**config.mk**
```make
export PLATFORM = sky130hd
export DESIGN_NAME = proc_seq
export DESIGN_NICKNAME = d
export VERILOG_FILES = /design/src/rtl/proc_seq.sv
export SDC_FILE = /design/constraint.sdc
export NUM_CORES = 1
export LEC_CHECK = 0
export CAP_MARGIN = 20
export CORE_AREA = 2 2 131 133
export CTS_CLUSTER_SIZE = 8
export DETAILED_ROUTE_END_ITERATION = 16
export DIE_AREA = 0 0 133 135
export PLACE_DENSITY_LB_ADDON = 0.3
export SLEW_MARGIN = 20
export SYNTH_ARGS = -nofsm -noshare
export SYNTH_HDL_FRONTEND = slang
export SYNTH_SLANG_ARGS = --single-unit
```
**constraint.sdc**
```tcl
create_clock -name clk -period 3 [get_ports clk]
set_input_delay 0.45 -clock clk [delete_from_list [all_inputs] [get_ports clk]]
set_output_delay 0.45 -clock clk [all_outputs]
set_load 0.05 [all_outputs]
```
**src/rtl/proc_seq.sv**
```systemverilog
// rtl/proc_seq.sv - multi-cycle control sequencer and register file for the 16-bit basic CPU
module proc_seq #(
    parameter int unsigned word = 16
) (
    input  logic            clk,
    input  logic            rst,
    input  logic            run,
    input  logic [word-1:0] din,
    output logic            done,
    output logic [1:0]      alu_op,
    output logic [word-1:0] alu_a,
    output logic [word-1:0] alu_bus,
    input  logic [word-1:0] alu_g,
    output logic [word-1:0] bus_out
);

    typedef enum logic [1:0] {
        T0 = 2'd0,
        T1 = 2'd1,
        T2 = 2'd2,
        T3 = 2'd3
    } state_t;

    localparam logic [2:0] OP_MV  = 3'b000;
    localparam logic [2:0] OP_MVI = 3'b001;
    localparam logic [2:0] OP_ADD = 3'b010;
    localparam logic [2:0] OP_SUB = 3'b011;

    localparam logic [1:0] ALU_NOP = 2'b00;
    localparam logic [1:0] ALU_ADD = 2'b01;
    localparam logic [1:0] ALU_SUB = 2'b10;

    state_t          state_q, state_d;
    logic [8:0]      ir_q, ir_d;
    logic [word-1:0] a_q, a_d;
    logic [word-1:0] g_q, g_d;
    logic [word-1:0] regs_q [8];

    logic [2:0]      opcode;
    logic [2:0]      rx;
    logic [2:0]      ry;
    logic [word-1:0] bus;
    logic            reg_we;
    logic [2:0]      reg_waddr;

    assign opcode = ir_q[8:6];
    assign rx     = ir_q[5:3];
    assign ry     = ir_q[2:0];

    // Sequencing and bus steering; every register write takes its data from the bus.
    always_comb begin
        state_d   = state_q;
        ir_d      = ir_q;
        a_d       = a_q;
        g_d       = g_q;
        bus       = '0;
        done      = 1'b0;
        alu_op    = ALU_NOP;
        reg_we    = 1'b0;
        reg_waddr = rx;

        case (state_q)
            T0: begin
                if (run) begin
                    ir_d    = din[8:0];
                    state_d = T1;
                end
            end
            T1: begin
                case (opcode)
                    OP_MV: begin
                        bus     = regs_q[ry];
                        reg_we  = 1'b1;
                        done    = 1'b1;
                        state_d = T0;
                    end
                    OP_MVI: begin
                        bus     = din;
                        reg_we  = 1'b1;
                        done    = 1'b1;
                        state_d = T0;
                    end
                    OP_ADD, OP_SUB: begin
                        bus     = regs_q[rx];
                        a_d     = bus;
                        state_d = T2;
                    end
                    default: begin
                        done    = 1'b1;
                        state_d = T0;
                    end
                endcase
            end
            T2: begin
                bus     = regs_q[ry];
                alu_op  = (opcode == OP_SUB) ? ALU_SUB : ALU_ADD;
                g_d     = alu_g;
                state_d = T3;
            end
            T3: begin
                bus     = g_q;
                reg_we  = 1'b1;
                done    = 1'b1;
                state_d = T0;
            end
            default: begin
                state_d = T0;
            end
        endcase
    end

    always_ff @(posedge clk) begin
        if (rst) begin
            state_q <= T0;
            ir_q    <= '0;
            a_q     <= '0;
            g_q     <= '0;
            for (int i = 0; i < 8; i++) begin
                regs_q[i] <= '0;
            end
        end else begin
            state_q <= state_d;
            ir_q    <= ir_d;
            a_q     <= a_d;
            g_q     <= g_d;
            if (reg_we) begin
                regs_q[reg_waddr] <= bus;
            end
        end
    end

    assign alu_a   = a_q;
    assign alu_bus = bus;
    assign bus_out = bus;

endmodule

```
Yosys cells after proc, flatten, opt, wreduce, memory -nomap -nowiden
Memory sizes are Yosys's and may differ from the RTL's. A register that Yosys moved wholly into a read port is not among the register bits.
Cells that the tools add are included.
{"block": "op_classes", "n_eq_ne": 7, "n_mux": 23, "reduce_logical": 7}
{"operator": "$pmux W16 S3", "n": 2}
{"operator": "$mux W16", "n": 1}
{"operator": "$reduce_or A16 Y1", "n": 1}
{"operator": "$mux W3", "n": 5}
{"operator": "$mux W1", "n": 8}
{"operator": "$mux W2", "n": 4}
{"operator": "$pmux W2 S4", "n": 1}
{"operator": "$eq A3 B2 Y1 const B", "n": 2}
{"operator": "$eq A2 B2 Y1 const B", "n": 2}
{"operator": "$pmux W1 S2", "n": 2}
{"operator": "$reduce_and A2 Y1", "n": 2}
{"operator": "$reduce_or A2 Y1", "n": 2}
{"operator": "$eq A3 B1 Y1 const B", "n": 1}
{"operator": "$logic_not A3 Y1", "n": 1}
{"operator": "$eq A2 B1 Y1 const B", "n": 1}
{"operator": "$logic_not A2 Y1", "n": 1}
{"operator": "$ne A2 B2 Y1 const B", "n": 1}
{"block": "totals", "ff_bits": 43, "ramBits": 128, "output_inout_bits": 51, "wordCells": 42, "mem_count": 1}
{"memory": "regs_q", "depth": 8, "width": 16, "read_ports": 2, "rd_ports_with_merged_regs": 2, "wr": 8, "line": "37", "rtl": "logic [word-1:0] regs_q [8];"}

Depth between registers and ports, before layout
{"block": "logic_depth", "word_depth": 9, "mapped_depth": 10}

Least setup slack after synthesis
No wires, ideal clock.
{"block": "synth_path", "kind": "reg-to-output", "startpoint": "reg (tool-made name)", "endpoint": "out bus_out[8]", "arrival_ns": 2.153, "t_required_ns": 2.550, "slack_ns": 0.397, "path_stages_with_launch": 10, "n_path_buf": 4, "cell_sequence": "dfxtp_1 buf_4 buf_6 buf_2 mux2i_1 a22oi_1 a32o_1 a21oi_2 inv_2 buf_4"}
{"element": "end, declared", "line": "14", "rtl": "output logic [word-1:0] bus_out"}

==> results.md <==
* Buffer type at the clock tree root: clkbuf_16
* Measured slew at the worst slew-check pin at 0.701 ns
* Sequential share of the synthesized area at 54.0%
* Final hold violation count at 0
* I/O pin cnt at 86
* Clock network latency to the later pin of the worst-skew pair at roughly 0.44 ns
* Power share of the clock group at 37.6%
* Post-Synth XOR/XNOR Area at 0%
* Number of cell rows at 47
* Total Die Area at 18,000 µm²
* Worst-path maximum fanout at 13
* Largest net degree at the start of global routing at 52
* Inserted Diodes at 0
* Synth-to-Final Area Change at 21.7%
* Most common flop cell mapped by yosys: edfxtp_1
* Compound-cell area share of the yosys netlist at under 10%
* Final setup vio count at 0
* Fillcell total at 1,135
* Cts bufs inserted at 17
* Global routing usage on met3 at 9.16%
* Cell count after placement at 1,022
* Final HPWL from detailed placement at 16.8 mm
* Number of nets in the synthesized netlist at 775
* Top post-synthesis cells by area: edfxtp_1 43%, dfxtp_1 11%, mux4_2 9.1%, mux2i_1 6.2%, nor2_1 5.6%
* CTS sink count at 177
* Wire length after detailed routing at 25.1 mm
* Cell type with the largest total area after synthesis: edfxtp_1
* Die width at approximately 130 µm
* Summed instance area of the synthesized netlist at between 8000 and 9000 µm²
* Synthesized flop and latch total at 177
* Switching part of the total at a little over a quarter
* Vias per inst at 6.26
* Post-route DRC violation count at 0
* Async S/R FF share, synth at 0%
* Worst slew margin relative to its limit at 53.2%
* Detailed Route Iter0 Violations at around 870
* Met1 usage at ~36%
* Starting density of the core at a little over half
* Maximum clock rate at ~0.34 GHz
* Combinational cell fraction of total power at 15.3%
* Cell types with the highest counts after synthesis: 133 x nor2_1, 128 x edfxtp_1, 72 x nand2_1, 55 x mux2i_1, 49 x dfxtp_1
* Met2 track demand over resource at between 40% and 50%
* CTS Hold Buffers Added at 0
* Number of cells produced by synthesis at 740
* Mapped Avg Cell Area at 12.1 µm²
* TNS Setup at 0 ns
* Area fraction in and, or, nand and nor cells after synthesis at 12.6%
* Proportion of synthesized area in mux cells at 19.2%
* Peak VDD IR at 0.000423 V
* Number of iterations in the first detailed-routing pass at 7
* Nets at roughly 860
* Via count of the first global-routing pass at 6,666
* Total GRT Usage at 28.8%
* Deepest clock path buffer count at 2
* Initial antenna violation count at 1
* CTS HTree Levels at 4
* Cell Count, Final, Fillers Out at 1,060
* Via count of the routed design at 6,640
* Global-route wire length before repair at 38.2 mm
* Antenna Violating Nets Remaining at 0
* Kind of end point of the critical path: output pin
* Unrepaired setup endpoints after global routing: no
* Dominant combinational cell family by area after synthesis: multiplexers
* Path type of the worst min-delay path: flop to flop
* Shortest clock period the worst path allows after layout at 2.94 ns
* Sw Pwr at roughly 1.6 mW
* Fraction of layout instances using a drive strength above 1 at 26.4%
* Routed wirelength normalized by instance count at 23.6 µm
* Count of pins over their slew limit at 0
* Final global-route overflow total at 0
* Internal cell power at 4.33 mW
* Core footprint at about 16,000 µm²
* Sum of internal, switching and leakage power at 5.88 mW
* Critical setup path kind: flop to output pin
* Adder-cell share of the synthesized area at 0%
* Most common cell in the synthesized netlist: nor2_1
* Warning count from the yosys run at 0
* Post-route clock skew at 0.0142 ns
* Last weighted congestion value of the routability-driven placer at 0.914
* Clock transition at the registers of the reported paths at 0.07 ns
* Static Leak at 3.78 nW
* TritonCTS clock tree: done
* CP startpoint kind: flop
* Number of enable flip-flop cells after synthesis at 128
* Number of distinct library cells after synthesis at between 40 and 50
* Flop pwr share at 47.1%
* Slack of the worst reg-to-reg path at ~0.71 ns
* Power per standard cell area at 540 nW/µm²
* Die Ht at 135 µm
* Hold slack final at 0.456 ns
* Max-capacitance violation count at 0
* Data required time of the worst path at approximately 2.6 ns
* Most crowded layer after global routing: met2
* Post-synth top area share at between 40% and 50%
* Crit share post-route at 98.0%
* Data arrival, critical path at between 2 and 2.5 ns
* Run status: complete, no violations
* Count of input and output buffers at 85
per-layer routing:
metal  part of all wire (%)  wire (µm)
met3                     12       3070
met5                  0.032          8
met2                     48      12000
met1                     37       9310
met4                    2.7        672
power by group through the flow:
stage               registers [mW]  clock network [mW]  logic (mW)
floorplan                     2.79                   0       0.579
global placement              2.81                   0       0.848
detailed placement            2.82                   0       0.862
CTS                           2.76                2.20       0.881
global route                  2.77                2.31       0.933
finish                        2.77                2.21       0.897
flip-flops by register name, summed over array words and instances, names as in the netlist, named ones only:
name / count
regs_q: 128
alu_a: 16
g_q: 16
ir_q: 9
state_q: 1
path summary, 6_finish.rpt:
kind / cells past startpoint / startpoint / endpoint
max: 7 / flop / bus_out[15]
min reg2reg: 2 / alu_a[3] / alu_a[3]
max reg2reg: 8 / flop / regs_q[7][5]
min: 2 / alu_a[3] / alu_a[3]
final cells by class:
type	count	area, µm²	area share [%]
flip-flops and latches	177	4830	44.4
multi-input cells	474	3650	33.5
repair buffers	139	1480	13.6
clock buffers	17	425	3.91
well taps	220	275	2.53
clock inverters	15	154	1.41
inverters	18	67.6	0.621
critical path, stage by stage, from the launching register on:
cell,delay (ns)
dfxtp_1,0.47
buf_4,0.29
mux4_2,0.33
mux2_2,0.28
nand2_1,0.11
o211a_2,0.30
inv_2,0.10
buf_12,0.16
repair_timing:
item / CTS / global route
pin swaps: 1 / 0
gates resized for setup: 8 / 7
setup endpoints to repair: 32 / 12
hold endpoints to repair: 0 / 0
setup buffers: 4 / 2
through the flow:
stage | area [µm²] | setup slack (ns) | util, %
2_1_floorplan | 8940 | 0.397 | -
3_5_place_dp | 10200 | 0.199 | 62.3
6_report | 10900 | 0.0608 | 66.3
4_1_cts | 10800 | 0.00182 | 66.1
3_3_place_gp | 10200 | 0.278 | 62.3
5_1_grt | 10900 | 0.00797 | 66.3
cell families (layout without fill, tap and decap cells):
| kind of cell | Yosys count | count (layout) |
|---|---|---|
| AND/OR/NAND/NOR | 261 | 261 |
| flip-flops | 177 | 177 |
| multiplexers | 114 | 114 |
| AO/OA/AOI/OAI | 99 | 99 |
| buffers and inverters | 89 | 189 |
placed cells by master (no fill, tap or decap), types with 4 or more instances in the layout:
master / synthesis / routed
mux2_1: 6 / 6
or3_1: 4 / 4
buf_4: 27 / 62
buf_12: 1 / 25
nand2b_1: 12 / 12
mux2_2: 10 / 10
o21ai_1: 6 / 6
inv_2: 17 / 17
o211a_1: 10 / 6
mux4_1: 6 / 6
mux2i_1: 55 / 55
a22o_1: 5 / 5
nor2_1: 133 / 132
clkdlybuf4s50_1: 0 / 51
a21oi_1: 33 / 33
nor2b_1: 10 / 9
a32o_1: 7 / 7
nor2_2: 16 / 16
mux4_2: 36 / 36
a22oi_1: 22 / 21
clkbuf_16: 0 / 17
nand2_1: 72 / 72
dfxtp_1: 49 / 45
edfxtp_1: 128 / 128
inv_6: 0 / 6
Note: power is estimated with default switching activity, not from simulation.
